$ cat src/rtl/llki_pkg.sv
// Shared LLKI shim types and constants: key word width and the key-load FSM state encoding.
package llki_pkg;

    localparam int LLKI_SHIM_WORD_W = 64;

    typedef enum logic [2:0] {
        IDLE       = 3'd0,
        WAIT_LOAD  = 3'd1,
        WAIT_NEXT  = 3'd2,
        WAIT_DONE  = 3'd3,
        CLEAR      = 3'd4,
        WAIT_CLEAR = 3'd5
    } LLKI_SHIM_STATE_TYPE;

endpackage

$ cat src/rtl/llki_wait_counter.sv
// Loadable down-counter that saturates at zero; used for artificial wait states and the inter-word timeout.
module llki_wait_counter #(
    parameter int W = 8
) (
    input  logic         clk,
    input  logic         rst,
    input  logic         load,
    input  logic         en,
    input  logic [W-1:0] load_value,
    output logic         is_zero
);

    logic [W-1:0] count_reg;

    always_ff @(posedge clk or posedge rst) begin
        if (rst) begin
            count_reg <= '0;
        end else if (load) begin
            count_reg <= load_value;
        end else if (en && !is_zero) begin
            count_reg <= count_reg - 1'b1;
        end
    end

    assign is_zero = (count_reg == '0);

endmodule

$ cat src/rtl/llki_key_shim_fsm.sv
// LLKI TSS key-load FSM: assembles KEY_WORDS 64-bit words into a key register with wait states and zeroize.
// Optional inter-word timeout enabled by defining LLKI_SHIM_TIMEOUT_EN.
module llki_key_shim_fsm
    import llki_pkg::*;
#(
    parameter int KEY_WORDS      = 2,
    parameter int WAIT_CYCLES    = 3,
    parameter int LOAD_ORDER     = 0,
    parameter int TIMEOUT_CYCLES = 1024
) (
    input  logic                              clk,
    input  logic                              rst,
    input  logic [LLKI_SHIM_WORD_W-1:0]       llkid_key_data,
    input  logic                              llkid_key_valid,
    output logic                              llkid_key_ready,
    output logic                              llkid_key_complete,
    input  logic                              llkid_clear_key,
    output logic                              llkid_clear_key_ack,
    output logic                              llkid_load_error,
    output logic                              llkid_busy,
    output logic [7:0]                        llkid_word_count,
    output logic [LLKI_SHIM_WORD_W*KEY_WORDS-1:0] llkid_key_register
);

    localparam logic [2:0] ST_IDLE       = IDLE;
    localparam logic [2:0] ST_WAIT_LOAD  = WAIT_LOAD;
    localparam logic [2:0] ST_WAIT_NEXT  = WAIT_NEXT;
    localparam logic [2:0] ST_WAIT_DONE  = WAIT_DONE;
    localparam logic [2:0] ST_CLEAR      = CLEAR;
    localparam logic [2:0] ST_WAIT_CLEAR = WAIT_CLEAR;

    localparam int KEY_W = LLKI_SHIM_WORD_W * KEY_WORDS;

    logic [2:0]       state_reg;
    logic             ready_reg;
    logic             complete_reg;
    logic             ack_reg;
    logic             error_reg;
    logic [7:0]       word_count_reg;
    logic [KEY_W-1:0] key_reg;

    logic             accept;
    logic             last_word;
    logic             wait_load;
    logic             wait_en;
    logic             wait_zero;
    logic             timeout_hit;
    logic             zeroize;
    logic             store_en;
    logic [7:0]       store_slot;
    logic [7:0]       slot_idx;
    logic [KEY_WORDS-1:0] slot_hit;

    assign accept    = llkid_key_valid && ready_reg;
    assign last_word = (word_count_reg == 8'(KEY_WORDS));

    always_comb begin
        wait_load = 1'b0;
        wait_en   = 1'b0;
        case (state_reg)
            ST_IDLE, ST_WAIT_NEXT: wait_load = accept && !llkid_clear_key;
            ST_WAIT_LOAD: begin
                wait_load = !llkid_clear_key && wait_zero && last_word;
                wait_en   = 1'b1;
            end
            ST_WAIT_DONE, ST_WAIT_CLEAR: wait_en = 1'b1;
            ST_CLEAR: wait_load = 1'b1;
            default: wait_load = 1'b0;
        endcase
    end

    llki_wait_counter #(.W(8)) u_wait_counter (
        .clk        (clk),
        .rst        (rst),
        .load       (wait_load),
        .en         (wait_en),
        .load_value (8'(WAIT_CYCLES)),
        .is_zero    (wait_zero)
    );

`ifdef LLKI_SHIM_TIMEOUT_EN
    // Held at reload outside WAIT_NEXT so each entry starts a fresh idle window.
    logic timeout_zero;

    llki_wait_counter #(.W(16)) u_timeout_counter (
        .clk        (clk),
        .rst        (rst),
        .load       (state_reg != ST_WAIT_NEXT),
        .en         (!llkid_key_valid),
        .load_value (16'(TIMEOUT_CYCLES - 1)),
        .is_zero    (timeout_zero)
    );

    assign timeout_hit = (state_reg == ST_WAIT_NEXT) && timeout_zero && !llkid_key_valid;
`else
    assign timeout_hit = 1'b0;
`endif

    // A new load always restarts at slot 0, even if word_count still shows the previous key.
    assign store_slot = (state_reg == ST_IDLE) ? 8'd0 : word_count_reg;
    assign slot_idx   = (LOAD_ORDER == 0) ? store_slot : (8'(KEY_WORDS - 1) - store_slot);
    assign store_en   = accept && !llkid_clear_key &&
                        ((state_reg == ST_IDLE) || (state_reg == ST_WAIT_NEXT));

    generate
        for (genvar gi = 0; gi < KEY_WORDS; gi++) begin : g_slot
            assign slot_hit[gi] = (slot_idx == 8'(gi));
        end
    endgenerate

    always_comb begin
        zeroize = 1'b0;
        case (state_reg)
            ST_IDLE, ST_WAIT_LOAD, ST_WAIT_DONE: zeroize = llkid_clear_key;
            ST_WAIT_NEXT:  zeroize = llkid_clear_key || timeout_hit;
            ST_CLEAR:      zeroize = 1'b1;
            ST_WAIT_CLEAR: zeroize = 1'b0;
            default:       zeroize = 1'b1;
        endcase
    end

    always_ff @(posedge clk or posedge rst) begin
        if (rst) begin
            key_reg <= '0;
        end else if (zeroize) begin
            key_reg <= '0;
        end else if (store_en) begin
            for (int i = 0; i < KEY_WORDS; i++) begin
                if (slot_hit[i]) begin
                    key_reg[i*LLKI_SHIM_WORD_W +: LLKI_SHIM_WORD_W] <= llkid_key_data;
                end
            end
        end
    end

    always_ff @(posedge clk or posedge rst) begin
        if (rst) begin
            state_reg      <= ST_IDLE;
            ready_reg      <= 1'b1;
            complete_reg   <= 1'b0;
            ack_reg        <= 1'b0;
            error_reg      <= 1'b0;
            word_count_reg <= 8'd0;
        end else begin
            ack_reg   <= 1'b0;
            error_reg <= 1'b0;
            case (state_reg)
                ST_IDLE: begin
                    ready_reg <= 1'b1;
                    if (llkid_clear_key) begin
                        complete_reg   <= 1'b0;
                        word_count_reg <= 8'd0;
                        ack_reg        <= 1'b1;
                    end else if (accept) begin
                        complete_reg   <= 1'b0;
                        word_count_reg <= 8'd1;
                        ready_reg      <= 1'b0;
                        state_reg      <= ST_WAIT_LOAD;
                    end
                end
                ST_WAIT_LOAD: begin
                    if (llkid_clear_key) begin
                        word_count_reg <= 8'd0;
                        state_reg      <= ST_CLEAR;
                    end else if (wait_zero) begin
                        if (last_word) begin
                            state_reg <= ST_WAIT_DONE;
                        end else begin
                            ready_reg <= 1'b1;
                            state_reg <= ST_WAIT_NEXT;
                        end
                    end
                end
                ST_WAIT_NEXT: begin
                    if (llkid_clear_key || timeout_hit) begin
                        error_reg      <= !llkid_clear_key;
                        word_count_reg <= 8'd0;
                        ready_reg      <= 1'b0;
                        state_reg      <= ST_CLEAR;
                    end else if (accept) begin
                        word_count_reg <= word_count_reg + 8'd1;
                        ready_reg      <= 1'b0;
                        state_reg      <= ST_WAIT_LOAD;
                    end
                end
                ST_WAIT_DONE: begin
                    if (llkid_clear_key) begin
                        word_count_reg <= 8'd0;
                        state_reg      <= ST_CLEAR;
                    end else if (wait_zero) begin
                        complete_reg <= 1'b1;
                        ready_reg    <= 1'b1;
                        state_reg    <= ST_IDLE;
                    end
                end
                ST_CLEAR: begin
                    complete_reg   <= 1'b0;
                    word_count_reg <= 8'd0;
                    ready_reg      <= 1'b0;
                    state_reg      <= ST_WAIT_CLEAR;
                end
                ST_WAIT_CLEAR: begin
                    if (wait_zero) begin
                        ack_reg   <= 1'b1;
                        ready_reg <= 1'b1;
                        state_reg <= ST_IDLE;
                    end
                end
                default: begin
                    state_reg      <= ST_IDLE;
                    ready_reg      <= 1'b1;
                    complete_reg   <= 1'b0;
                    word_count_reg <= 8'd0;
                end
            endcase
        end
    end

    assign llkid_key_ready     = ready_reg;
    assign llkid_key_complete  = complete_reg;
    assign llkid_clear_key_ack = ack_reg;
    assign llkid_load_error    = error_reg;
    assign llkid_busy          = (state_reg != ST_IDLE);
    assign llkid_word_count    = word_count_reg;
    assign llkid_key_register  = key_reg;

endmodule

$ cat config.mk
export PLATFORM = sky130hd
export DESIGN_NAME = llki_key_shim_fsm
export DESIGN_NICKNAME = d
export VERILOG_FILES = /design/src/rtl/llki_pkg.sv /design/src/rtl/llki_wait_counter.sv /design/src/rtl/llki_key_shim_fsm.sv
export SDC_FILE = /design/constraint.sdc
export NUM_CORES = 1
export LEC_CHECK = 0
export ABC_CLOCK_PERIOD_IN_PS = 10600
export CAP_MARGIN = 20
export CORE_ASPECT_RATIO = 0.8
export CORE_MARGIN = 5
export CORE_UTILIZATION = 25
export DETAILED_ROUTE_END_ITERATION = 12
export PLACE_DENSITY = 0.59
export SYNTH_ARGS = -nofsm -noshare
export SYNTH_HDL_FRONTEND = slang
export SYNTH_HIERARCHICAL = 1
export SYNTH_SLANG_ARGS = --single-unit
$ cat constraint.sdc
create_clock -name clk -period 10.6 [get_ports clk]
set_input_delay 1.06 -clock clk [delete_from_list [all_inputs] [get_ports clk]]
set_output_delay 1.06 -clock clk [all_outputs]
set_load 0.02 [all_outputs]
==> impl_metrics.csv <==
group,metric,value,unit
worst_setup_path,crit_type,"input pin to register",
pwr,leakage,3.99,nW
finish,diodes,0,
cts,cts-root-buf,"clkbuf_16",
placement,hpwl,14400,microns
drt,antenna_left,0,
synth,synth_xor_area_share,0.743,%
cts,cts_tree,"built",
drt,via_per_inst,4.74,
synth,synth_compound_area_share,16.6,%
grt,grt_max_degree,88,
grt,gr-total-overflow,0,
drt,drt_wl_total,22500,microns
grt,grt_pass1_wl,36700,microns
sta,final-hold-violation-count,0,
synth,synth_mux_area_share,0.902,%
worst_setup_path,path_max_fanout,66,
sta,tightest_slew,865,ps
placement,place_congestion,0.779,
worst_setup_path,cp_data_required_time,10870,ps
drt,dr.pass1.iters,4,
finish,area_growth,40.3,%
floorplanning,start_util,25.2,%
cts,clk-insertion-delay-late,420,ps
worst_setup_path,timing.rr.end,"llkid_key_register[31]",
sta,setup_violations,0,
cts,clk_pin_slew_worst_paths,70,ps
synth,synthDistinctLibCells,54,
floorplanning,rows,55,
sta,finalSetupTns,0,ps
grt,grt_pass1_vias,6373,
finish,largest_reg_flops,128,
floorplanning,fp.dieArea,0.0318,sq mm
synth,synth_warnings,6,
synth,netlist_area,0.00707,sq mm
hold_path,hp-start,"llkid_key_register[93]",
sta,fmax,229,MHz
floorplanning,die_w,198,microns
synth,yosys.area.top_type,"dfrtp_1",
hold_path,whs_endpoint,"llkid_key_register[93]",
status,status,"completed",
synth,synthAdderAreaFrac,0.708,%
finish,final_core_util,35.3,%
cts,cts_setup_buffers,0,
sta,slew_violations,0,
pwr,ir_drop,0.0000988,V
grt,antenna_found_initial,0,
finish,layout_commonest_cell,"clkdlybuf4s50_1",
drt,drt-initial-drc-count,329,
worst_setup_path,critPathLaunchType,"input pin",
synth,async_flop_share,100,%
synth,synthCells,742,
worst_setup_path,worstPathArrival,4630,ps
finish,final_area,0.00992,sq mm
worst_setup_path,rrSetupSlack,6880,ps
sta,fin_crit_sh,41.1,%
worst_setup_path,ff2ff_path_depth,6,
finish,layout_common_cells,"207 x clkdlybuf4s50_1, 149 x nand2_1, 149 x dfrtp_1, 126 x nand3_1, 61 x o21ai_2",
sta,skew,13.3,ps
cts,h-tree-depth,4,
cts,cts.sinks,150,
drt,drc_errors,0,
finish,drive_gt1_share,13.1,%
cts,clock_path_buffers,2,
cts,cts_hold_buffers,0,
hold_path,hold_depth,2,
floorplanning,fp.dieH,160,microns
synth,netlist.area_leader.share,52.7,%
floorplanning,io_pins,209,
cts,ctsResizeCount,0,
cts,cts_buffers,17,
finish,finalNetCount,991,
job,max-cap-violations,0,
worst_setup_path,timing.rr.start,"state_reg[2]",
synth,syn_area_per_cell,9.53,sq um
synth,yosys.area_share.simple,21.5,%
drt,avgRoutedWirePerCell,17.3,microns
hold_path,hp-class,"register to register",
drt,vias,6172,
synth,synth_ff_type,"dfrtp_1",
synth,ys_ff_latch,150,
sta,period_minus_slack,4360,ps
synth,synthTopCellsByArea,"dfrtp_1 53%, nand3_1 8.9%, nand2_1 8.0%, o21ai_2 7.6%, o21ai_0 4.0%",
sta,relSlewSlack,42.3,%
sta,rsz0062_at_grt,"false",
placement,port_buffers,207,
grt,grt_usage,14.2,%
synth,synth_edf_count,0,
synth,seq_area_frac_synth,53.1,%
placement,placed_area,0.00934,sq mm
worst_setup_path,end_kind,"register",
floorplanning,core_area,0.0281,sq mm
pwr,powerDensity,163,mW/mm^2
synth,synth_top_family_by_area,"simple AND/OR/NAND/NOR gates",
==> final cells by class <==
cell class,instances,area [sq um]
clock buffer,18,439
clock inverter,14,140
fill,2870,18200
inverter,6,27.5
multi-input combinational,526,2940
sequential,150,3750
tap,370,463
timing repair buffer,218,2150
==> cell families (layout without fill, tap and decap cells) <==
group | Yosys count | after routing
buffers and inverters | 73 | 256
xor gates and xnor gates | 6 | 6
muxes | 6 | 6
and+or+nand+nor | 327 | 327
AOI/OAI and AO/OA | 174 | 174
DFF | 150 | 150
other | 2 | 9
adders and majority gates | 4 | 4
==> critical path, stage by stage <==
cell             delay (ps)
clkdlybuf4s50_1         590
or2_0                   490
nor3_2                  220
buf_4                   680
and2_4                  650
buf_4                   610
o21ai_0                 180
==> metrics by stage <==
stage | setup slack [ps] | power, W | std cells | hold WS, ps
CTS | 6220 | 0.00164 | 1302 | 519
detailed placement | 5770 | 0.00102 | 1270 | 509
global placement | 5860 | 0.00102 | 1270 | 503
finish | 6240 | 0.00162 | 1302 | 511
global route | 6010 | 0.00171 | 1302 | 540
floorplan | 5730 | 0.000893 | 749 | 492
==> synthesized netlist by cell type (all sizes together), types with 2 or more instances <==
| cell type | instances |
|---|---|
| or3 | 3 |
| nand2 | 150 |
| nand3b | 2 |
| inv | 6 |
| o41ai | 2 |
| mux2i | 3 |
| nor2 | 11 |
| xnor2 | 2 |
| a22oi | 2 |
| nand3 | 126 |
| buf | 45 |
| nor2b | 5 |
| clkbuf | 22 |
| nand2b | 4 |
| conb | 2 |
| a211oi | 4 |
| nor4 | 3 |
| xor2 | 4 |
| ha | 4 |
| a21oi | 6 |
| or2 | 3 |
| mux2 | 3 |
| o31ai | 7 |
| dfrtp | 149 |
| and2 | 4 |
| o21ai | 144 |
| nand4 | 8 |
| or4b | 2 |
| nor3 | 3 |
==> worst max-delay path by stage <==
stage,start,to,cells after the start
final,llkid_clear_key,llkid_key_register[31],7
after floorplan,rst,llkid_clear_key_ack,1
after CTS,llkid_clear_key,llkid_key_register[31],7
after global placement,llkid_clear_key,llkid_key_register[32],7
after global routing,llkid_clear_key,llkid_key_register[33],7
after detailed placement,llkid_clear_key,llkid_key_register[31],7
==> report_power, final <==
part,leakage [nW],switching [W],internal (W)
Clock,0.274,0.000276,0.000337
Sequential,2.07,0.0000459,0.000607
Combinational,1.64,0.000236,0.000120
==> routing by layer <==
| metal | track usage (%) | vias to the layer above | share of wire (%) | routed length, microns |
|---|---|---|---|---|
| met3 | 3.94 | 12 | 6.5 | 1470 |
| met4 | 2.69 | 0 | 0.87 | 196 |
| li1 | - | 2934 | - | - |
| met1 | 20.4 | 3052 | 48 | 10900 |
| met2 | 21.6 | 174 | 44 | 9940 |
| met5 | 0 | - | 0 | 0 |
Note: power is estimated with default switching activity, not from simulation.
